==> config.mk <==
export PLATFORM = sky130hd
export DESIGN_NAME = e203_exu_lpwb_sched_flat
export DESIGN_NICKNAME = d
export VERILOG_FILES = /design/src/rtl/e203_lpwb_pkg.sv /design/src/rtl/e203_exu_lpwb_sched_if.sv /design/src/rtl/e203_lpwb_slot.sv /design/src/rtl/e203_exu_lpwb_sched.sv /design/src/flat_wrapper.sv
export SDC_FILE = /design/constraint.sdc
export NUM_CORES = 1
export LEC_CHECK = 0
export ABC_AREA = 1
export BUFFER_PORTS_ARGS = -buffer_cell sky130_fd_sc_hd__buf_2
export CORE_ASPECT_RATIO = 0.9
export CORE_MARGIN = 5
export CORE_UTILIZATION = 43
export CTS_CLUSTER_DIAMETER = 100
export DETAILED_ROUTE_END_ITERATION = 12
export PLACE_DENSITY = 0.85
export SKIP_CTS_REPAIR_TIMING = 1
export SLEW_MARGIN = 40
export SYNTH_ARGS = -nofsm -noshare
export SYNTH_HDL_FRONTEND = slang
export SYNTH_HIERARCHICAL = 1
export SYNTH_SLANG_ARGS = --single-unit
==> constraint.sdc <==
create_clock -name clk -period 1.8 [get_ports clk]
set_input_delay 0.27 -clock clk [delete_from_list [all_inputs] [get_ports clk]]
set_output_delay 0.27 -clock clk [all_outputs]
set_load 0.01 [all_outputs]
==> src/rtl/e203_lpwb_pkg.sv <==
// e203_lpwb_pkg: shared widths, source indices and scheduler state for the long-pipe writeback scheduler
package e203_lpwb_pkg;
  localparam int E203_ITAG_WIDTH = 2;
  localparam int E203_XLEN = 32;
  localparam int E203_RFIDX_WIDTH = 5;
  localparam int E203_PC_SIZE = 32;
  localparam int LPWB_SRC_LSU = 0;
  localparam int LPWB_SRC_MULDIV = 1;
  typedef enum logic {LPWB_RUN, LPWB_EXCP} lpwb_state_e;
endpackage

==> src/rtl/e203_exu_lpwb_sched_if.sv <==
// e203_exu_lpwb_sched_if: source, OITF, ALU, regfile and exception signals of the long-pipe writeback scheduler
interface e203_exu_lpwb_sched_if import e203_lpwb_pkg::*; #(
  parameter int N_SRC = 2,
  parameter int ITAG_W = E203_ITAG_WIDTH,
  parameter int XLEN = E203_XLEN,
  parameter int RFIDX_W = E203_RFIDX_WIDTH,
  parameter int PC_W = E203_PC_SIZE
);
  logic [N_SRC-1:0] src_i_valid, src_i_ready, src_i_err;
  logic [N_SRC*ITAG_W-1:0] src_i_itag;
  logic [N_SRC*XLEN-1:0] src_i_wdat;
  logic oitf_empty, oitf_ret_rdwen, oitf_ret_rdfpu, oitf_ret_ena;
  logic [ITAG_W-1:0] oitf_ret_ptr;
  logic [RFIDX_W-1:0] oitf_ret_rdidx;
  logic [PC_W-1:0] oitf_ret_pc;
  logic alu_wbck_i_valid, alu_wbck_i_ready;
  logic [XLEN-1:0] alu_wbck_i_wdat;
  logic [RFIDX_W-1:0] alu_wbck_i_rdidx;
  logic rf_wbck_o_ena, frf_wbck_o_ena;
  logic [XLEN-1:0] rf_wbck_o_wdat, frf_wbck_o_wdat;
  logic [RFIDX_W-1:0] rf_wbck_o_rdidx, frf_wbck_o_rdidx;
  logic lpwb_excp_o_valid, lpwb_excp_o_ready;
  logic [PC_W-1:0] lpwb_excp_o_pc;
  logic lpwb_busy;
  modport slave (
    input src_i_valid, src_i_itag, src_i_wdat, src_i_err,
    input oitf_empty, oitf_ret_ptr, oitf_ret_rdidx, oitf_ret_rdwen, oitf_ret_rdfpu, oitf_ret_pc,
    input alu_wbck_i_valid, alu_wbck_i_wdat, alu_wbck_i_rdidx, lpwb_excp_o_ready,
    output src_i_ready, oitf_ret_ena, alu_wbck_i_ready,
    output rf_wbck_o_ena, rf_wbck_o_wdat, rf_wbck_o_rdidx,
    output frf_wbck_o_ena, frf_wbck_o_wdat, frf_wbck_o_rdidx,
    output lpwb_excp_o_valid, lpwb_excp_o_pc, lpwb_busy
  );
  modport master (
    output src_i_valid, src_i_itag, src_i_wdat, src_i_err,
    output oitf_empty, oitf_ret_ptr, oitf_ret_rdidx, oitf_ret_rdwen, oitf_ret_rdfpu, oitf_ret_pc,
    output alu_wbck_i_valid, alu_wbck_i_wdat, alu_wbck_i_rdidx, lpwb_excp_o_ready,
    input src_i_ready, oitf_ret_ena, alu_wbck_i_ready,
    input rf_wbck_o_ena, rf_wbck_o_wdat, rf_wbck_o_rdidx,
    input frf_wbck_o_ena, frf_wbck_o_wdat, frf_wbck_o_rdidx,
    input lpwb_excp_o_valid, lpwb_excp_o_pc, lpwb_busy
  );
endinterface

==> src/rtl/e203_lpwb_slot.sv <==
// e203_lpwb_slot: one-entry holding slot for a long-pipe result; drain and refill may share a cycle
module e203_lpwb_slot import e203_lpwb_pkg::*; #(
  parameter int ITAG_W = E203_ITAG_WIDTH,
  parameter int XLEN = E203_XLEN
) (
  input  logic clk,
  input  logic rst_n,
  input  logic in_valid,
  input  logic [ITAG_W-1:0] in_itag,
  input  logic [XLEN-1:0] in_wdat,
  input  logic in_err,
  input  logic drain,
  output logic ready,
  output logic vld,
  output logic [ITAG_W-1:0] itag,
  output logic [XLEN-1:0] wdat,
  output logic err
);
  assign ready = ~vld | drain;
  always_ff @(posedge clk or negedge rst_n)
    if (!rst_n) begin
      vld <= 1'b0;
      itag <= '0;
      wdat <= '0;
      err <= 1'b0;
    end else if (in_valid & ready) begin
      vld <= 1'b1;
      itag <= in_itag;
      wdat <= in_wdat;
      err <= in_err;
    end else if (drain) begin
      vld <= 1'b0;
    end
endmodule

==> src/rtl/e203_exu_lpwb_sched.sv <==
// e203_exu_lpwb_sched: in-order long-pipe retirement against the OITF head, sharing the integer write port with the ALU.
// E203_LPWB_BYPASS_EN retires a matching error-free result in its arrival cycle when no slot hits.
module e203_exu_lpwb_sched import e203_lpwb_pkg::*; #(
  parameter int N_SRC = 2,
  parameter int ITAG_W = E203_ITAG_WIDTH,
  parameter int XLEN = E203_XLEN,
  parameter int RFIDX_W = E203_RFIDX_WIDTH,
  parameter int PC_W = E203_PC_SIZE
) (
  input logic clk,
  input logic rst_n,
  e203_exu_lpwb_sched_if.slave io
);
  localparam int IDX_W = N_SRC > 1 ? $clog2(N_SRC) : 1;
  lpwb_state_e state;
  logic excp_vld;
  logic [PC_W-1:0] excp_pc;
  logic [IDX_W-1:0] excp_idx, sel, byp_sel;
  logic [N_SRC-1:0] slot_vld, slot_err, slot_drain, hit, byp_cand;
  logic [ITAG_W-1:0] slot_itag [N_SRC];
  logic [ITAG_W-1:0] src_itag [N_SRC];
  logic [XLEN-1:0] slot_wdat [N_SRC];
  logic [XLEN-1:0] src_wdat [N_SRC];
  logic run, any_hit, lp_go, byp_go, lp_ret, lp_int, lp_fp, excp_hs;
  logic [XLEN-1:0] lp_wdat;
  for (genvar g = 0; g < N_SRC; g++) begin : g_slot
    assign src_itag[g] = io.src_i_itag[g*ITAG_W +: ITAG_W];
    assign src_wdat[g] = io.src_i_wdat[g*XLEN +: XLEN];
    assign hit[g] = slot_vld[g] & ~io.oitf_empty & (slot_itag[g] == io.oitf_ret_ptr);
    assign slot_drain[g] = (lp_go & (sel == IDX_W'(g))) | (excp_hs & (excp_idx == IDX_W'(g)));
`ifdef E203_LPWB_BYPASS_EN
    assign byp_cand[g] = io.src_i_valid[g] & ~slot_vld[g] & ~io.oitf_empty & ~io.src_i_err[g] & (src_itag[g] == io.oitf_ret_ptr);
`else
    assign byp_cand[g] = 1'b0;
`endif
    e203_lpwb_slot #(.ITAG_W(ITAG_W), .XLEN(XLEN)) u_slot (
      .clk(clk), .rst_n(rst_n),
      .in_valid(io.src_i_valid[g] & ~(byp_go & (byp_sel == IDX_W'(g)))),
      .in_itag(src_itag[g]), .in_wdat(src_wdat[g]), .in_err(io.src_i_err[g]),
      .drain(slot_drain[g]), .ready(io.src_i_ready[g]),
      .vld(slot_vld[g]), .itag(slot_itag[g]), .wdat(slot_wdat[g]), .err(slot_err[g])
    );
  end
  // Descending scan leaves the lowest matching index selected.
  always_comb begin
    sel = '0;
    byp_sel = '0;
    for (int i = N_SRC - 1; i >= 0; i--) begin
      sel = hit[i] ? IDX_W'(i) : sel;
      byp_sel = byp_cand[i] ? IDX_W'(i) : byp_sel;
    end
  end
  assign run = state == LPWB_RUN;
  assign any_hit = |hit;
  assign lp_go = run & any_hit & ~slot_err[sel];
  assign byp_go = run & ~any_hit & |byp_cand;
  assign lp_ret = lp_go | byp_go;
  assign lp_wdat = byp_go ? src_wdat[byp_sel] : slot_wdat[sel];
  assign lp_int = lp_ret & io.oitf_ret_rdwen & ~io.oitf_ret_rdfpu;
  assign lp_fp = lp_ret & io.oitf_ret_rdwen & io.oitf_ret_rdfpu;
  assign excp_hs = excp_vld & io.lpwb_excp_o_ready;
  assign io.oitf_ret_ena = lp_ret | excp_hs;
  assign io.alu_wbck_i_ready = ~lp_int;
  assign io.rf_wbck_o_ena = lp_int | io.alu_wbck_i_valid;
  assign io.rf_wbck_o_wdat = lp_int ? lp_wdat : io.alu_wbck_i_wdat;
  assign io.rf_wbck_o_rdidx = lp_int ? io.oitf_ret_rdidx : io.alu_wbck_i_rdidx;
  assign io.frf_wbck_o_ena = lp_fp;
  assign io.frf_wbck_o_wdat = lp_wdat;
  assign io.frf_wbck_o_rdidx = io.oitf_ret_rdidx;
  assign io.lpwb_excp_o_valid = excp_vld;
  assign io.lpwb_excp_o_pc = excp_pc;
  assign io.lpwb_busy = |slot_vld | ~run;
  always_ff @(posedge clk or negedge rst_n)
    if (!rst_n) begin
      state <= LPWB_RUN;
      excp_vld <= 1'b0;
      excp_pc <= '0;
      excp_idx <= '0;
    end else if (run) begin
      if (any_hit & slot_err[sel]) begin
        state <= LPWB_EXCP;
        excp_vld <= 1'b1;
        excp_pc <= io.oitf_ret_pc;
        excp_idx <= sel;
      end
    end else if (io.lpwb_excp_o_ready) begin
      state <= LPWB_RUN;
      excp_vld <= 1'b0;
    end
  a_one_hit: assert property (@(posedge clk) disable iff (!rst_n) $onehot0(hit));
  a_vld_empty: assert property (@(posedge clk) disable iff (!rst_n) !((|slot_vld) && io.oitf_empty));
endmodule

==> src/flat_wrapper.sv <==
// flat-port wrapper written by rule: the top's interface ports become plain ports
module e203_exu_lpwb_sched_flat import e203_lpwb_pkg::*;
#(
  parameter int N_SRC = 2,
  parameter int ITAG_W = E203_ITAG_WIDTH,
  parameter int XLEN = E203_XLEN,
  parameter int RFIDX_W = E203_RFIDX_WIDTH,
  parameter int PC_W = E203_PC_SIZE
)
  (clk, rst_n, io_src_i_valid, io_src_i_itag, io_src_i_wdat, io_src_i_err, io_oitf_empty, io_oitf_ret_ptr, io_oitf_ret_rdidx, io_oitf_ret_rdwen, io_oitf_ret_rdfpu, io_oitf_ret_pc, io_alu_wbck_i_valid, io_alu_wbck_i_wdat, io_alu_wbck_i_rdidx, io_lpwb_excp_o_ready, io_src_i_ready, io_oitf_ret_ena, io_alu_wbck_i_ready, io_rf_wbck_o_ena, io_rf_wbck_o_wdat, io_rf_wbck_o_rdidx, io_frf_wbck_o_ena, io_frf_wbck_o_wdat, io_frf_wbck_o_rdidx, io_lpwb_excp_o_valid, io_lpwb_excp_o_pc, io_lpwb_busy);
  e203_exu_lpwb_sched_if #(.N_SRC(N_SRC), .ITAG_W(ITAG_W), .XLEN(XLEN), .RFIDX_W(RFIDX_W), .PC_W(PC_W)) io_i ();
  input logic clk;
  input logic rst_n;
  input wire logic [$bits(io_i.src_i_valid)-1:0] io_src_i_valid;
  input wire logic [$bits(io_i.src_i_itag)-1:0] io_src_i_itag;
  input wire logic [$bits(io_i.src_i_wdat)-1:0] io_src_i_wdat;
  input wire logic [$bits(io_i.src_i_err)-1:0] io_src_i_err;
  input wire logic [$bits(io_i.oitf_empty)-1:0] io_oitf_empty;
  input wire logic [$bits(io_i.oitf_ret_ptr)-1:0] io_oitf_ret_ptr;
  input wire logic [$bits(io_i.oitf_ret_rdidx)-1:0] io_oitf_ret_rdidx;
  input wire logic [$bits(io_i.oitf_ret_rdwen)-1:0] io_oitf_ret_rdwen;
  input wire logic [$bits(io_i.oitf_ret_rdfpu)-1:0] io_oitf_ret_rdfpu;
  input wire logic [$bits(io_i.oitf_ret_pc)-1:0] io_oitf_ret_pc;
  input wire logic [$bits(io_i.alu_wbck_i_valid)-1:0] io_alu_wbck_i_valid;
  input wire logic [$bits(io_i.alu_wbck_i_wdat)-1:0] io_alu_wbck_i_wdat;
  input wire logic [$bits(io_i.alu_wbck_i_rdidx)-1:0] io_alu_wbck_i_rdidx;
  input wire logic [$bits(io_i.lpwb_excp_o_ready)-1:0] io_lpwb_excp_o_ready;
  output wire logic [$bits(io_i.src_i_ready)-1:0] io_src_i_ready;
  output wire logic [$bits(io_i.oitf_ret_ena)-1:0] io_oitf_ret_ena;
  output wire logic [$bits(io_i.alu_wbck_i_ready)-1:0] io_alu_wbck_i_ready;
  output wire logic [$bits(io_i.rf_wbck_o_ena)-1:0] io_rf_wbck_o_ena;
  output wire logic [$bits(io_i.rf_wbck_o_wdat)-1:0] io_rf_wbck_o_wdat;
  output wire logic [$bits(io_i.rf_wbck_o_rdidx)-1:0] io_rf_wbck_o_rdidx;
  output wire logic [$bits(io_i.frf_wbck_o_ena)-1:0] io_frf_wbck_o_ena;
  output wire logic [$bits(io_i.frf_wbck_o_wdat)-1:0] io_frf_wbck_o_wdat;
  output wire logic [$bits(io_i.frf_wbck_o_rdidx)-1:0] io_frf_wbck_o_rdidx;
  output wire logic [$bits(io_i.lpwb_excp_o_valid)-1:0] io_lpwb_excp_o_valid;
  output wire logic [$bits(io_i.lpwb_excp_o_pc)-1:0] io_lpwb_excp_o_pc;
  output wire logic [$bits(io_i.lpwb_busy)-1:0] io_lpwb_busy;
  assign io_i.src_i_valid = io_src_i_valid;
  assign io_i.src_i_itag = io_src_i_itag;
  assign io_i.src_i_wdat = io_src_i_wdat;
  assign io_i.src_i_err = io_src_i_err;
  assign io_i.oitf_empty = io_oitf_empty;
  assign io_i.oitf_ret_ptr = io_oitf_ret_ptr;
  assign io_i.oitf_ret_rdidx = io_oitf_ret_rdidx;
  assign io_i.oitf_ret_rdwen = io_oitf_ret_rdwen;
  assign io_i.oitf_ret_rdfpu = io_oitf_ret_rdfpu;
  assign io_i.oitf_ret_pc = io_oitf_ret_pc;
  assign io_i.alu_wbck_i_valid = io_alu_wbck_i_valid;
  assign io_i.alu_wbck_i_wdat = io_alu_wbck_i_wdat;
  assign io_i.alu_wbck_i_rdidx = io_alu_wbck_i_rdidx;
  assign io_i.lpwb_excp_o_ready = io_lpwb_excp_o_ready;
  assign io_src_i_ready = io_i.src_i_ready;
  assign io_oitf_ret_ena = io_i.oitf_ret_ena;
  assign io_alu_wbck_i_ready = io_i.alu_wbck_i_ready;
  assign io_rf_wbck_o_ena = io_i.rf_wbck_o_ena;
  assign io_rf_wbck_o_wdat = io_i.rf_wbck_o_wdat;
  assign io_rf_wbck_o_rdidx = io_i.rf_wbck_o_rdidx;
  assign io_frf_wbck_o_ena = io_i.frf_wbck_o_ena;
  assign io_frf_wbck_o_wdat = io_i.frf_wbck_o_wdat;
  assign io_frf_wbck_o_rdidx = io_i.frf_wbck_o_rdidx;
  assign io_lpwb_excp_o_valid = io_i.lpwb_excp_o_valid;
  assign io_lpwb_excp_o_pc = io_i.lpwb_excp_o_pc;
  assign io_lpwb_busy = io_i.lpwb_busy;
  e203_exu_lpwb_sched #(.N_SRC(N_SRC), .ITAG_W(ITAG_W), .XLEN(XLEN), .RFIDX_W(RFIDX_W), .PC_W(PC_W)) u_core (.clk(clk), .rst_n(rst_n), .io(io_i));
endmodule
==> results of run 1 <==
## power by group
group | leakage, nW | internal [W] | switching (W)
Clock | 0.147 | 0.00109 | 0.000921
Combinational | 3.24 | 0.00294 | 0.00394
Sequential | 1.33 | 0.00352 | 0.000644
## area by class of cell
type | count | share of cell area (%)
inverters | 15 | 0.6903
clock buffers | 9 | 2.761
diodes | 1 | 0.03068
well taps | 168 | 2.577
repair buffers | 338 | 26.51
clock inverters | 7 | 0.9050
multi-input cells | 567 | 33.70
flip-flops and latches | 107 | 32.83
## stage by stage
| step | cells | hold slack [ns] | setup TNS [ns] | total power, W |
|---|---|---|---|---|
| 2_1_floorplan | 750 | -0.02559 | 0 | 0.008081 |
| 3_3_place_gp | 1175 | 0.3931 | -13.52 | 0.01022 |
| 3_5_place_dp | 1175 | 0.3962 | -20.90 | 0.01040 |
| 4_1_cts | 1191 | 0.02108 | -46.24 | 0.01245 |
| 5_1_grt | 1212 | 0.03430 | -96.69 | 0.01403 |
| 6_report | 1212 | -0.02540 | -69.09 | 0.01306 |
## registers in the layout, summed over array words and instances, names as in the netlist
register,cells
u_core/g_slot.u_slot/vld,2
u_core/state,1
u_core/g_slot.u_slot/itag,4
u_core/io.lpwb_excp_o_pc,32
u_core/io.lpwb_excp_o_valid,1
u_core/g_slot.u_slot/wdat,64
u_core/excp_idx,1
u_core/g_slot.u_slot/err,2
## logic make-up after synthesis
kind of cell	after synthesis	share of synthesized area [%]
buffers and inverters	76	9.301
DFF	107	45.23
and+or+nand+nor	561	44.94
AOI/OAI and AO/OA	6	0.5284
## final timing paths
| path | from | endpoint | cells past startpoint |
|---|---|---|---|
| hold reg to reg | u_core/io.lpwb_excp_o_pc[9] | u_core/io.lpwb_excp_o_pc[9] | 2 |
| hold / removal | rst_n | u_core/g_slot[0].u_slot/wdat[5] | 2 |
| min in group clk | io_src_i_wdat[49] | u_core/g_slot[1].u_slot/wdat[17] | 3 |
| setup reg to reg | u_core/g_slot[1].u_slot/itag[1] | u_core/g_slot[1].u_slot/wdat[18] | 14 |
| max in group asynchronous | rst_n | u_core/g_slot[0].u_slot/wdat[30] | 2 |
| setup / recovery | u_core/g_slot[1].u_slot/itag[1] | io_rf_wbck_o_wdat[9] | 11 |
## cell usage in the layout, fill, tap and decap left out
master,count
nand2_1,362
buf_2,264
dfrtp_1,107
nand3_1,100
buf_4,45
nand3_2,40
nand4_1,38
clkbuf_16,13
buf_12,13
inv_1,12
buf_6,10
nand2_2,5
nand2_4,5
nor2_2,4
inv_6,3
inv_2,3
clkinv_2,2
nor2_8,2
nor2_1,2
o21ai_0,2
buf_8,2
diode_2,1
bufinv_16,1
clkinvlp_4,1
nand2_8,1
nand3b_1,1
o21ai_2,1
nor2_4,1
o21ai_4,1
o22ai_2,1
o21ai_1,1
## worst max-delay path, stage by stage (launching register included)
cell	delay [ns]
dfrtp_1	0.41
nand2_1	0.09
nand3_2	0.13
nor2_8	0.20
buf_4	0.15
nand3b_1	0.10
nand2_1	0.09
nand4_1	0.15
buf_12	0.23
nand2_1	0.11
nand2_1	0.06
buf_2	0.13
## per-layer routing
metal,global-route usage (%),vias up,routed length (um)
met4,6.041,0,282
met3,4.229,18,1286
li1,-,2994,-
met2,37.47,253,9515
met5,0,-,0
met1,29.86,2863,8215
==> results.txt, run 1 <==
Reg2reg setup slack -> -0.44 ns
First-pass GRT wire length -> 29,440 um
Status -> complete, but fails checks
Worst skew pair latency -> 0.35 ns
Fillers -> 1,209
#FFs+latches synth -> 107
Final #Nets -> 1,193
CORE AREA -> 13,410 um2
PD cells -> 1601 nW/um2
First-pass detailed-route iteration total -> 5
Syn Area/Cell -> 7.893 um2
Floorplan row count -> 40
Clk buf depth -> 2
TritonCTS Sinks -> 107
Initial core utilization -> 44.13%
Clock root cell -> clkbuf_16
Top_reg_cell synth -> dfrtp_1
Clock Skew -> 0.009408 ns
Violated checks -> negative hold slack, negative setup slack
Mapped cell area -> 5919 um2
Die Y -> 121.3 um
Top-count cell post-synth -> nand2_1
Total number of vias -> 6,128
Die area -> 16,220 um2
Clock transition at the registers of the reported paths -> 0.08 ns
EDFF count, synth -> 0
Tcrit/Tclk final -> 137.8%
Slew HR -> 61.08%
Layout cells sized above 1 -> 40.08%
Post-DP Area -> 7510 um2
Maximum number of pins on one net before global-route repair -> 108
Final WS setup -> -0.6804 ns
Post-synthesis cell count -> 750
Ports -> 269
Multi-input gate area -> 2749 um2
Fin area -> 8157 um2
Hold crit path type -> input pin to asynchronous set/reset pin
GRT Overall Usage -> 22.37%
Placer congestion estimate -> 0.8525
# port buffers -> 268
Max FO, Critical Path -> 39
Final worst path period need -> 2.480 ns
Antenna violations before repair -> 1
Hold slack -> -0.02540 ns
Max Cap Viol -> 0
Arr. time, crit path -> 2.21 ns
Post-route ant nets -> 0
Setup CP Type -> register to output pin
Drt drc -> 0
Die width -> 133.7 um
Total gr overflow -> 0
Post-DR wirelength/cell -> 15.92 um
Final HPWL DP -> 13,670 um
H-Tree Depth -> 3
Warnings from Yosys -> 6
Layout area overhead -> 37.79%
CP Launch Type -> register
P_leak -> 4.724 nW
Reg area -> 2678 um2
Routed WL -> 19,300 um
Initial drt markers -> 477
Final setup viols -> 182
CTS tree -> built
Vias in the first global route -> 5,901
Slew Viols, Final -> 0
Dpl ws -> -0.2714 ns
Synth top cells by count -> 364 x nand2_1, 107 x dfrtp_1, 102 x nand3_1
Unrepaired setup endpoints after global routing -> true
VDD IR-drop max -> 0.001006 V
Crit path required time -> 1.53 ns
Library cells used by synthesis -> 23
Tightest Pin Transition -> 0.5838 ns
Critical Path End Type -> output pin
Final Hold Fails -> 5
Top cells by area in the synthesized netlist -> dfrtp_1 45%, nand2_1 23%, nand3_1 8.6%
Yosys top cell by area -> dfrtp_1
Share of the synthesized area in the top cell type -> 45.23%
Asr flop ratio synth -> 100.0%
Final core utilization -> 60.81%
Syn nets -> 905
Via density -> 5.056
TritonCTS buffer count -> 9
Sequential share of the synthesized area -> 45.23%
Fmax achieved -> 403.2 MHz
Power figures use the tool's default switching activity.
==> run 2: changes to the inputs <==
--- a/config.mk
+++ b/config.mk
@@ -12,7 +12,7 @@
 export CORE_UTILIZATION = 43
 export CTS_CLUSTER_DIAMETER = 100
 export DETAILED_ROUTE_END_ITERATION = 12
-export PLACE_DENSITY = 0.85
+export PLACE_DENSITY = 0.76
 export SKIP_CTS_REPAIR_TIMING = 1
 export SLEW_MARGIN = 40
 export SYNTH_ARGS = -nofsm -noshare
==> run 2 against run 1 <==
Compared with the run above: register-to-register slack better by 0.09 ns; setup slack better by 0.12 ns; total power up 14%; critical endpoint is now io_rf_wbck_o_wdat[27]; the run ends with negative setup slack left; count of clock-buffer cells in the layout up 1; clock skew down 0.0035 ns; first-iteration DRC count down 6.9%; critical path depth unchanged; fmax up 5.2%; sequential cell count unchanged.
==> results.txt, run 2 (synthesis gave the netlist of run 1 again) <==
TritonCTS Sinks -> 107 (unchanged)
Clk buf depth -> 2 (unchanged)
CP Launch Type -> register
Total gr overflow -> 0 (unchanged)
Reg area -> 2679 um2 (about the same)
Tightest Pin Transition -> 0.4210 ns (-0.1628 ns)
Tcrit/Tclk final -> 131.0% (-6.8 points)
Finished Layout Cells -> 1,218 (+0.50%)
Reg with most FFs -> u_core/g_slot.u_slot/wdat
First-pass detailed-route iteration total -> 5 (unchanged)
DP Cell Count -> 1,171 (-0.34%)
Clock Skew -> 0.005954 ns (-0.003454 ns)
Ant. Diodes -> 0 (-1)
Multi-input gate area -> 3263 um2 (+19%)
Layout cells sized above 1 -> 51.71% (+12 points)
Initial drt markers -> 444 (-6.9%)
Final worst path period need -> 2.357 ns (-0.1230 ns)
Commonest non-fill, non-tap cell in the layout -> nand2_1
Final Hold Fails -> 0 (-5)
Largest register FFs -> 64 (unchanged)
Fmax achieved -> 424.2 MHz (+5.2%)
Vias in the first global route -> 5,721 (-3.1%)
Post-DR wirelength/cell -> 17.86 um (+12%)
Via density -> 5.141 (+1.7%)
Final #Nets -> 1,200 (+0.59%)
GRT Overall Usage -> 23.19% (+0.82 points)
Dpl ws -> -0.1986 ns (+0.07283 ns)
CORE AREA -> 13,410 um2 (unchanged)
# port buffers -> 268 (unchanged)
Leading cell types in the layout, fill and taps excluded -> 254 x nand2_1, 249 x buf_2, 106 x dfrtp_1
First-pass GRT wire length -> 29,990 um (+1.9%)
Maximum number of pins on one net before global-route repair -> 41 (-62%)
Antenna violations before repair -> 1 (unchanged)
Ports -> 269 (unchanged)
Total number of vias -> 6,262 (+2.2%)
VDD IR-drop max -> 0.0009063 V (-9.9%)
Die Y -> 121.3 um (unchanged)
Status -> complete, but fails checks
Unrepaired setup endpoints after global routing -> true
Slew HR -> 71.93% (+11 points)
H-Tree Depth -> 3 (unchanged)
Worst skew pair latency -> 0.34 ns (about the same)
TritonCTS buffer count -> 9 (unchanged)
Final HPWL DP -> 14,180 um (+3.8%)
P_leak -> 5.001 nW (+5.9%)
Crit path required time -> 1.53 ns (about the same)
Max FO, Critical Path -> 12 (-69%)
Hold crit path type -> input pin to register
Setup CP Type -> register to output pin
Violated checks -> negative setup slack
Initial core utilization -> 44.13% (unchanged)
PD cells -> 1641 nW/um2 (+2.5%)
Placer congestion estimate -> 0.8979 (+5.3%)
Slew Viols, Final -> 0 (unchanged)
Layout area overhead -> 53.20%
Arr. time, crit path -> 2.09 ns (-0.12 ns)
Clock transition at the registers of the reported paths -> 0.08 ns (about the same)
Max Cap Viol -> 0 (unchanged)
Floorplan row count -> 40 (unchanged)
Drt drc -> 0 (unchanged)
CTS tree -> built
Routed WL -> 21,750 um (+13%)
Hold slack -> 0.1542 ns (+0.1796 ns)
Critical Path End Type -> output pin
Die area -> 16,220 um2 (unchanged)
Clock root cell -> clkbuf_16
Final setup viols -> 181 (-0.55%)
Fillers -> 1,092 (-9.7%)
Post-route ant nets -> 0 (unchanged)
Die width -> 133.7 um (unchanged)
Final WS setup -> -0.5574 ns (+0.1230 ns)
-- run 2: cell types whose count changed in the layout (fill, tap and decap cells not counted), moves of 7 or more --
cell,previous run,this run
buf_12,13,21
buf_2,264,249
nand2_1,362,254
nand3_1,100,93
nand2_4,5,44
buf_4,45,27
nand3_2,40,47
buf_6,10,33
nand2_2,5,73
-- run 2: power breakdown --
| part | total [W] | internal [W] | leakage [nW] | switching, W |
|---|---|---|---|---|
| Clock | 0.00207 | 0.00113 | 0.154 | 0.000932 |
| Combinational | 0.00844 | 0.00389 | 3.51 | 0.00455 |
| Sequential | 0.00437 | 0.00352 | 1.33 | 0.000848 |
| Total | 0.0149 | 0.00855 | 5.00 | 0.00633 |
-- run 2: per-layer routing --
layer / share of wire [%] / up-vias / wire, um / track usage (%)
li1: - / 3016 / - / -
met1: 41 / 2993 / 8928 / 30.50
met2: 51 / 233 / 11150 / 40.07
met3: 6.5 / 18 / 1415 / 4.851
met4: 1.1 / 2 / 242 / 4.177
met5: 0.032 / - / 7 / 0
-- run 2: path summary, 6_finish.rpt --
path                                                       from                               end  slack, ns  cells past startpoint
worst max-delay path            u_core/g_slot[1].u_slot/itag[0]             io_rf_wbck_o_wdat[27]      -0.56                     11
worst min-delay path                          io_src_i_wdat[54]  u_core/g_slot[1].u_slot/wdat[22]       0.15                      3
worst max register to register  u_core/g_slot[0].u_slot/itag[0]   u_core/g_slot[0].u_slot/wdat[2]      -0.35                     17
worst min register to register      u_core/io.lpwb_excp_o_pc[1]       u_core/io.lpwb_excp_o_pc[1]       0.47                      2
max in group asynchronous                                 rst_n  u_core/g_slot[1].u_slot/wdat[27]       0.82                      3
min in group asynchronous                                 rst_n   u_core/g_slot[0].u_slot/wdat[5]       0.41                      2
-- run 2: final cells by class --
class / instances / share of cell area (%)
clock buffer: 10 / 2.635
multi-input combinational: 567 / 35.98
timing repair buffer: 345 / 28.13
inverter: 15 / 0.6209
tap: 168 / 2.318
sequential: 107 / 29.54
clock inverter: 6 / 0.7726
-- run 2: through the flow --
step	total power [W]	utilization (%)	setup TNS (ns)	instance area (um2)
after global placement	0.01021	55.86	-10.58	7492
final	0.01488	67.61	-51.06	9069
after detailed placement	0.01037	55.86	-15.18	7492
after floorplan	0.008081	-	0	5919
after CTS	0.01248	58.16	-41.94	7801
after global routing	0.01578	67.61	-73.68	9069
-- run 2: worst max-delay path, stage by stage (launching register included) --
cell     delay [ns]
dfrtp_1        0.40
nand2_1        0.09
nand3_2        0.12
nor2_8         0.18
nand2_4        0.10
nand2_2        0.09
nand2_4        0.06
nor2_4         0.14
buf_6          0.19
nand4_1        0.13
nand2_1        0.10
buf_2          0.13
